### src/rtl/apx_mult_arbiter.sv
// apx_mult_arbiter: round-robin scheduler that shares one approximate/accurate
// multiplier pair among NREQ requesters and returns the selected product with the
// requester's ID.
// Latency: resp_valid rises MUL_LAT cycles after the accept edge. One operation
// is in flight at a time, so the minimum issue interval is MUL_LAT+2 cycles.
// Backpressure: the response is held in RESP until resp_ready. req_ready stays 0
// outside IDLE, and requesters are expected to hold req_valid until accepted.
//
// Ports:
//   clk, rst                     clock, synchronous active-high reset
//   req_valid/req_ready          per-requester handshake (req_ready one-hot or zero)
//   req_a/req_b                  packed operands, requester i at [i*W +: W]
//   req_acc                      per-requester result select (1 = accurate)
//   mult_a/mult_b                registered operands to the shared multipliers
//   mult_c_apx/mult_c_acc        multiplier results (low W bits)
//   resp_valid/resp_ready        response handshake
//   resp_data/resp_id/resp_acc   product, owner index, echoed select
//   busy                         high whenever the block is not idle
module apx_mult_arbiter #(
  parameter int NREQ    = 4,
  parameter int IDW     = 2,
  parameter int W       = 32,
  parameter int MUL_LAT = 1
) (
  input  logic              clk,
  input  logic              rst,
  input  logic [NREQ-1:0]   req_valid,
  output logic [NREQ-1:0]   req_ready,
  input  logic [NREQ*W-1:0] req_a,
  input  logic [NREQ*W-1:0] req_b,
  input  logic [NREQ-1:0]   req_acc,
  output logic [W-1:0]      mult_a,
  output logic [W-1:0]      mult_b,
  input  logic [W-1:0]      mult_c_apx,
  input  logic [W-1:0]      mult_c_acc,
  output logic              resp_valid,
  input  logic              resp_ready,
  output logic [W-1:0]      resp_data,
  output logic [IDW-1:0]    resp_id,
  output logic              resp_acc,
  output logic              busy
);

  localparam int CW = $clog2(MUL_LAT + 1);

  typedef enum logic [1:0] {IDLE, WAIT, RESP} state_t;

  state_t         state_q, state_d;
  logic [IDW-1:0] rr_ptr_q, rr_ptr_d;
  logic [IDW-1:0] id_q, id_d;
  logic           acc_q, acc_d;
  logic [CW-1:0]  lat_cnt_q, lat_cnt_d;
  logic [W-1:0]   mult_a_q, mult_a_d;
  logic [W-1:0]   mult_b_q, mult_b_d;
  logic [W-1:0]   resp_data_q, resp_data_d;

  logic            gnt_vld;
  logic [NREQ-1:0] gnt_oh;
  logic [IDW-1:0]  gnt_idx;
  logic [W-1:0]    sel_a, sel_b;
  logic            sel_acc;

  // Round-robin pick: first pass looks at indices >= rr_ptr, second pass wraps
  // around to the lowest requester. The operand mux then follows the one-hot grant.
  always_comb begin
    gnt_vld = 1'b0;
    gnt_oh  = '0;
    gnt_idx = '0;
    sel_a   = '0;
    sel_b   = '0;
    sel_acc = 1'b0;
    for (int i = 0; i < NREQ; i++) begin
      if (!gnt_vld && req_valid[i] && (i >= int'(rr_ptr_q))) begin
        gnt_vld   = 1'b1;
        gnt_oh[i] = 1'b1;
      end
    end
    for (int i = 0; i < NREQ; i++) begin
      if (!gnt_vld && req_valid[i]) begin
        gnt_vld   = 1'b1;
        gnt_oh[i] = 1'b1;
      end
    end
    for (int i = 0; i < NREQ; i++) begin
      if (gnt_oh[i]) begin
        gnt_idx = IDW'(i);
        sel_a   = req_a[i*W +: W];
        sel_b   = req_b[i*W +: W];
        sel_acc = req_acc[i];
      end
    end
  end

  always_comb begin
    state_d     = state_q;
    rr_ptr_d    = rr_ptr_q;
    id_d        = id_q;
    acc_d       = acc_q;
    lat_cnt_d   = lat_cnt_q;
    mult_a_d    = mult_a_q;
    mult_b_d    = mult_b_q;
    resp_data_d = resp_data_q;
    req_ready   = '0;
    case (state_q)
      IDLE: begin
        if (gnt_vld) begin
          req_ready = gnt_oh;
          mult_a_d  = sel_a;
          mult_b_d  = sel_b;
          acc_d     = sel_acc;
          id_d      = gnt_idx;
          lat_cnt_d = CW'(MUL_LAT);
          state_d   = WAIT;
        end
      end
      WAIT: begin
        lat_cnt_d = lat_cnt_q - CW'(1);
        if (lat_cnt_q == CW'(1)) begin
          resp_data_d = acc_q ? mult_c_acc : mult_c_apx;
          state_d     = RESP;
        end
      end
      RESP: begin
        if (resp_ready) begin
          rr_ptr_d = IDW'((int'(id_q) + 1) % NREQ);
          state_d  = IDLE;
        end
      end
      default: state_d = IDLE;
    endcase
    // The state register sits in IDLE while reset is held, so the grant must be
    // masked explicitly to keep req_ready low during reset.
    if (rst) req_ready = '0;
  end

  always_ff @(posedge clk) begin
    if (rst) begin
      state_q     <= IDLE;
      rr_ptr_q    <= '0;
      id_q        <= '0;
      acc_q       <= 1'b0;
      lat_cnt_q   <= '0;
      mult_a_q    <= '0;
      mult_b_q    <= '0;
      resp_data_q <= '0;
    end else begin
      state_q     <= state_d;
      rr_ptr_q    <= rr_ptr_d;
      id_q        <= id_d;
      acc_q       <= acc_d;
      lat_cnt_q   <= lat_cnt_d;
      mult_a_q    <= mult_a_d;
      mult_b_q    <= mult_b_d;
      resp_data_q <= resp_data_d;
    end
  end

  assign mult_a     = mult_a_q;
  assign mult_b     = mult_b_q;
  assign resp_valid = (state_q == RESP);
  assign resp_data  = resp_data_q;
  assign resp_id    = id_q;
  assign resp_acc   = acc_q;
  assign busy       = (state_q != IDLE);

endmodule

### config.mk
export PLATFORM = sky130hd
export DESIGN_NAME = apx_mult_arbiter
export DESIGN_NICKNAME = d
export VERILOG_FILES = /design/src/rtl/apx_mult_arbiter.sv
export SDC_FILE = /design/constraint.sdc
export NUM_CORES = 1
export LEC_CHECK = 0
export CAP_MARGIN = 25
export CORE_AREA = 2 2 169 171
export DETAILED_ROUTE_END_ITERATION = 8
export DIE_AREA = 0 0 171 173
export GPL_TIMING_DRIVEN = 0
export PLACE_DENSITY = 0.57
export SKIP_CTS_REPAIR_TIMING = 1
export SKIP_LAST_GASP = 1
export SYNTH_ARGS = -nofsm -noshare
export SYNTH_HDL_FRONTEND = slang
export SYNTH_SLANG_ARGS = --single-unit
export TNS_END_PERCENT = 20
### constraint.sdc
create_clock -name clk -period 4.6 [get_ports clk]
set_input_delay 0.92 -clock clk [delete_from_list [all_inputs] [get_ports clk]]
set_output_delay 0.92 -clock clk [all_outputs]
set_load 0.005 [all_outputs]
==> flow_summary_export.csv, run 1 <==
group,metric,value,unit
logic_synthesis,yosysWarnings,0,
routing,via_count,8471,
grt,grt_pass1_vias,8571,
placement,postPlaceCellArea,0.0116,mm2
logic_synthesis,synth_top_family_by_area,"compound AO/OA/AOI/OAI gates",
logic_synthesis,synthMuxAreaShare,4.67,%
sta,min_period,4.36,ns
power_and_ir_drop,p_comb_share,38.8,%
setup_path,worstPathArrival,3.44,ns
die,die_y,173,um
power_and_ir_drop,switching_share,32.5,%
setup_path,start_kind,"primary input",
logic_synthesis,synth_xor_area_share,0.128,%
sta,slew_viol_final,0,
routing,wl_per_cell,23.6,um
routing,drt_iter0_drc,583,
routing,dr.pass1.iters,5,
power_and_ir_drop,power.density_cell_area,262,mW/mm2
logic_synthesis,synth.largest_area_cell,"dfxtp_1",
setup_path,required,3.68,ns
logic_synthesis,synthesis.instances,765,
setup_path,endpoint_kind,"output port",
logic_synthesis,synth.distinct_cells,38,
setup_path,path_cells,"buf_2 > nor2b_1 > o21ai_1 > clkbuf_1 > clkbuf_1 > and3_1 > clkdlybuf4s50_1",
power_and_ir_drop,pwr-share-clk,26.9,%
logic_synthesis,ys_ff_latch,104,
power_and_ir_drop,internal_power,0.00211,W
flow_run,maxCapViolCount,0,
logic_synthesis,yosys.area_share.simple,10.0,%
sta,fmax,229,MHz
sta,relSlewSlack,50.7,%
placement,hpwl,29.3,mm
clocking,clk_latency,0.36,ns
routing,vias_per_cell,5.32,
setup_path,worstSetupPathType,"in2out",
grt,grt_max_degree,19,
layout,syn2layout_area_growth,74.5,%
outcome,status,"complete, no violations",
routing,drcViolationCount,0,
grt,grt_overflow_total,0,
power_and_ir_drop,p_leak,4.04,nW
routing,wl,37.6,mm
logic_synthesis,synth_compound_area_share,45.8,%
clocking,root_buffer,"clkbuf_16",
logic_synthesis,synth_fp_nets,1096,
clocking,htreeDepth,3,
logic_synthesis,async_flop_share,0,%
sta,period_share,94.8,%
die,rows,61,
sta,worstMarginPinSlew,0.740,ns
clocking,path_clk_slew,0.08,ns
logic_synthesis,synth_common_cells,"dfxtp_1 (104), a211oi_1 (99), a221o_1 (65), nor4_1 (65), clkbuf_1 (63)",
clocking,cts_tree,"built",
grt,grt_pass1_wl,54.7,mm
setup_path,cpMostUsedCell,"clkbuf_1",
layout,fillers,2868,
die,start_util,24.8,%
die,core_area,0.0276,mm2
grt,track_usage,24.3,%
clocking,cts_sinks,104,
logic_synthesis,synth_ff_type,"dfxtp_1",
setup_path,path_delay_family,"buffers and inverters",
placement,routabilityCongestion,0.822,
power_and_ir_drop,pwr-share-seq,34.3,%
sta,rsz0062_at_grt,"false",
logic_synthesis,synth-edff-count,0,
logic_synthesis,yosysSeqAreaShare,30.4,%
sta,hold_violations,0,
logic_synthesis,ys_top_cells_by_area,"dfxtp_1 (30%), a211oi_1 (11%), a221o_1 (9.5%)",
logic_synthesis,synth.most_common_cell,"dfxtp_1",
layout,drive_gt1_share,10.1,%
setup_path,cp_max_fo,10,
sta,finalSetupViolCount,0,
setup_path,critPathMaxStageDelay,0.55,ns
logic_synthesis,syn_area_per_cell,8.96,um2
logic_synthesis,netlist_area,0.00685,mm2
die,die_x,171,um
layout,layout.nets,1539,
setup_path,critPathBufInv,4,
logic_synthesis,synth_fa_ha_area_share,0,%
die,pin_count,436,
worst_hold_path,worstHoldPathType,"reg2reg",
sta,skew,0.0121,ns
logic_synthesis,synth_top_area_share,30.4,%
layout,post-route-util,43.3,%
placement,port-buffer-count,432,
clocking,ctsLongestPathBuffers,2,
sta,tns,0,ns
setup_path,cp_slowest_cell,"clkdlybuf4s50_1",
layout,fin_area,0.0120,mm2
power_and_ir_drop,irDropWorstVdd,0.180,mV
routing,drtAntennaViolNets,0,
die,die_area,0.0296,mm2
grt,antenna_found_initial,2,
power_and_ir_drop,p_switching,0.00102,W
clocking,cts-buffers-inserted,9,
## sequential cells by signal, indices dropped and copies added (netlist names)
| register | cells |
|---|---|
| mult_a | 32 |
| mult_b | 32 |
| resp_data | 32 |
| resp_id | 2 |
| rr_ptr_q | 2 |
| state_q | 2 |
| lat_cnt_q | 1 |
| resp_acc | 1 |
## logic make-up after synthesis
logic type,Yosys count
and+or+nand+nor,130
muxes,32
DFF,104
AOI/OAI and AO/OA,380
xor gates and xnor gates,1
buffers and inverters,118
## power by group through the flow
stage / registers, W / logic [W] / clock network, W
6_report: 0.00107 / 0.00121 / 0.000843
4_1_cts: 0.00107 / 0.00122 / 0.000865
3_5_place_dp: 0.00109 / 0.00122 / 0
3_3_place_gp: 0.00109 / 0.00121 / 0
5_1_grt: 0.00108 / 0.00131 / 0.000900
2_1_floorplan: 0.00108 / 0.000542 / 0
## per-layer routing
layer  part of all wire [%]  vias up  track usage (%)
met2                     49      384             42.1
met1                     40     4031             28.4
li1                       -     4018                -
met3                    9.3       38             7.99
met5                      0        -                0
met4                    1.8        0             6.74
## per-stage QoR
stage                     setup WS (ns)  power, W  hold WS (ns)  std cells
final                             0.240   0.00313         0.494       1593
after CTS                         0.257   0.00316         0.494       1591
after detailed placement          0.242   0.00231         0.478       1575
after floorplan                    1.53   0.00162         0.455        765
after global placement            0.248   0.00230         0.467       1575
after global routing              0.120   0.00329         0.520       1593
## area by class of cell
| type | count | area (um2) | share of cell area [%] |
|---|---|---|---|
| Buffer | 112 | 594 | 4.97 |
| Sequential cell | 104 | 2080 | 17.4 |
| Clock buffer | 10 | 229 | 1.92 |
| Tap cell | 378 | 473 | 3.96 |
| Clock inverter | 6 | 72.6 | 0.607 |
| Antenna cell | 2 | 5.00 | 0.0419 |
| Multi-Input combinational cell | 543 | 4150 | 34.7 |
| Inverter | 6 | 22.5 | 0.188 |
| Timing Repair Buffer | 432 | 4320 | 36.2 |
## worst register-to-register path: cells and delay by family, from the launching register on
family / cells / cell delay (ns)
AND/OR/NAND/NOR: 2 / 1.01
AO/OA/AOI/OAI: 2 / 0.28
flip-flops: 1 / 0.36
buffers and inverters: 3 / 0.83
## worst paths after layout
path                                 from                       to  slack [ns]  cells after the start
setup / recovery             req_valid[0]             req_ready[3]        0.24                      7
hold / removal    resp_id[1]$_SDFFE_PP0P_  resp_id[1]$_SDFFE_PP0P_        0.49                      2
setup reg to reg  state_q[0]$_SDFFE_PP0P_   mult_a[5]$_SDFFE_PP0P_        2.01                      7
hold reg to reg   resp_id[1]$_SDFFE_PP0P_  resp_id[1]$_SDFFE_PP0P_        0.49                      2
## cells in the final DEF (no fill, tap or decap), drive strengths merged, types with 4 or more instances in the layout
cell             n
nand2            5
nor2b            4
and3             4
a21oi           71
a211oi          99
buf             49
a221o           65
o21a             4
clkbuf          73
nor2            47
inv              9
a21boi          65
dfxtp          104
o221a           66
mux2i           32
clkdlybuf4s50  432
nor4            65
No activity file was read; power rests on OpenSTA's default activity.
==> run 2, diff against run 1 <==
- ABC_AREA: unset -> 1
- CAP_MARGIN: 25 -> 20
- CORE_AREA: 2 2 169 171 -> 2 2 171 173
- DIE_AREA: 0 0 171 173 -> 0 0 173 175
- PLACE_DENSITY: 0.57 -> 0.55
==> flow_summary_export.csv, run 2 <==
group,metric,value,unit
sta,period_share,91.3,%
clocking,cts_tree,"built",
logic_synthesis,synth_fp_nets,1352,
logic_synthesis,syn_area_per_cell,6.32,um2
logic_synthesis,synth_fa_ha_area_share,0,%
grt,grt_overflow_total,0,
layout,drive_gt1_share,6.86,%
flow_run,maxCapViolCount,0,
routing,via_count,8321,
logic_synthesis,synth.largest_area_cell,"dfxtp_1",
grt,grt_pass1_vias,8154,
logic_synthesis,synth_top_family_by_area,"simple AND/OR/NAND/NOR gates",
logic_synthesis,yosysWarnings,0,
routing,drcViolationCount,0,
sta,relSlewSlack,51.6,%
layout,final_cell_mix,"nand2_1 (498), clkdlybuf4s50_1 (435), dfxtp_1 (104)",
logic_synthesis,yosys.area_share.simple,45.5,%
die,die_x,173,um
clocking,root_buffer,"clkbuf_16",
routing,wl,32.7,mm
logic_synthesis,synth_xor_area_share,0.136,%
routing,drtAntennaViolNets,0,
sta,worstMarginPinSlew,0.726,ns
placement,postPlaceCellArea,0.0113,mm2
logic_synthesis,synth-edff-count,0,
placement,hpwl,26.2,mm
setup_path,worstSetupPathType,"in2out",
logic_synthesis,synth.most_common_cell,"nand2_1",
clocking,htreeDepth,3,
placement,routabilityCongestion,0.893,
power_and_ir_drop,pwr-share-clk,21.4,%
logic_synthesis,synthMuxAreaShare,5.59,%
logic_synthesis,synth_top_area_share,32.3,%
power_and_ir_drop,switching_share,37.2,%
placement,port-buffer-count,435,
setup_path,cp_max_fo,10,
setup_path,endpoint_kind,"output port",
setup_path,startpoint,"req_valid[1]",
logic_synthesis,ys_ff_latch,104,
grt,track_usage,20.9,%
clocking,path_clk_slew,0.07,ns
power_and_ir_drop,p_comb_share,47.1,%
sta,min_period,4.20,ns
die,die_y,175,um
logic_synthesis,yosysSeqAreaShare,32.3,%
setup_path,r2r-start,"rr_ptr_q[1]$_SDFFE_PP0P_",
routing,wl_per_cell,17.6,um
setup_path,start_kind,"primary input",
setup_path,required,3.68,ns
die,rows,62,
die,die_area,0.0303,mm2
power_and_ir_drop,irDropWorstVdd,0.206,mV
sta,rsz0062_at_grt,"false",
sta,finalSetupViolCount,0,
logic_synthesis,async_flop_share,0,%
sta,skew,0.0138,ns
grt,grt_max_degree,20,
routing,drt_iter0_drc,405,
die,start_util,22.7,%
logic_synthesis,synth_compound_area_share,9.27,%
routing,vias_per_cell,4.48,
clocking,clk_latency,0.36,ns
outcome,status,"complete, no violations",
logic_synthesis,ys_top_cells_by_area,"dfxtp_1 (32%), nand2_1 (29%), nand3b_1 (7.6%)",
logic_synthesis,synthesis.instances,1021,
worst_hold_path,worstHoldStart,"mult_b[29]$_SDFFE_PP0P_",
power_and_ir_drop,internal_power,0.00231,W
sta,tns,0,ns
logic_synthesis,synth_ff_type,"dfxtp_1",
layout,final_common_cell,"nand2_1",
layout,fin_area,0.0116,mm2
die,core_area,0.0284,mm2
sta,fmax,238,MHz
sta,hold_violations,0,
grt,grt_pass1_wl,48.7,mm
clocking,cts_sinks,104,
grt,antenna_found_initial,0,
power_and_ir_drop,p_leak,4.61,nW
clocking,cts-buffers-inserted,9,
layout,layout.nets,1798,
logic_synthesis,synth_common_cells,"nand2_1 (498), dfxtp_1 (104), nand3_1 (97), a21oi_1 (94), nand3b_1 (65)",
power_and_ir_drop,pwr-share-seq,31.5,%
die,pin_count,436,
sta,slew_viol_final,0,
layout,syn2layout_area_growth,79.5,%
worst_hold_path,worstHoldPathType,"reg2reg",
clocking,ctsLongestPathBuffers,2,
routing,dr.pass1.iters,4,
logic_synthesis,synth.distinct_cells,27,
logic_synthesis,netlist_area,0.00645,mm2
layout,insertedDiodeCount,0,
power_and_ir_drop,power.density_cell_area,318,mW/mm2
power_and_ir_drop,p_switching,0.00137,W
setup_path,worstPathArrival,3.28,ns
run 2: area by class of cell:
class,count,area (um2)
plain buffers,81,409
clock buffers,10,229
clock inverters,6,62.6
fillers,3063,16800
inverters,15,56.3
multi-input cells,821,3900
flip-flops and latches,104,2080
well taps,384,480
repair buffers,435,4350
run 2: path summary, 6_finish.rpt:
check,end,slack [ns],cells past startpoint
max,req_ready[1],0.40,8
min reg2reg,mult_b[29]$_SDFFE_PP0P_,0.47,2
max reg2reg,mult_b[30]$_SDFFE_PP0P_,2.45,10
min,mult_b[29]$_SDFFE_PP0P_,0.47,2
run 2: worst max-delay path: stages:
cell and delay [ns]:
clkdlybuf4s50_1 0.54, nand2_1 0.18, nand4_1 0.17, o21ai_2 0.27, nand2_2 0.13, clkbuf_1 0.33, nor2_1 0.20, clkdlybuf4s50_1 0.52
run 2: logic make-up (layout without fill, tap and decap cells):
group,count (synthesis),after routing
AND/OR/NAND/NOR,677,677
multiplexers,32,32
XOR/XNOR,1,1
flip-flops,104,104
buffers and inverters,96,547
AO/OA/AOI/OAI,111,111
run 2: per-layer routing:
layer | GRT usage [%] | part of all wire, % | vias up
li1 | - | - | 4201
met1 | 26.2 | 44 | 3783
met2 | 35.3 | 47 | 296
met3 | 5.07 | 6.4 | 41
met4 | 6.21 | 2.5 | 0
met5 | 0 | 0 | -
run 2: per-stage QoR:
step | total power (W) | util, % | worst slack, ns | hold slack [ns] | std cells
final | 0.00368 | 40.8 | 0.399 | 0.466 | 1856
after global placement | 0.00292 | 39.7 | 0.443 | 0.450 | 1840
after floorplan | 0.00197 | - | 1.92 | 0.460 | 1021
after global routing | 0.00394 | 40.8 | 0.280 | 0.480 | 1856
after detailed placement | 0.00293 | 39.7 | 0.423 | 0.455 | 1840
after CTS | 0.00374 | 40.8 | 0.412 | 0.467 | 1856
run 2: power groups by stage:
stage	clock network (W)	registers, W	logic, W
after floorplan	0	0.00119	0.000782
after global placement	0	0.00118	0.00175
after detailed placement	0	0.00118	0.00175
after CTS	0.000820	0.00116	0.00176
after global routing	0.000854	0.00118	0.00190
final	0.000787	0.00116	0.00173
==> run 3, diff against run 2 <==
- SLEW_MARGIN: unset -> 20
==> results of run 3 <==
Same layout as run 2: the final DEF is identical, and so are final timing and power.
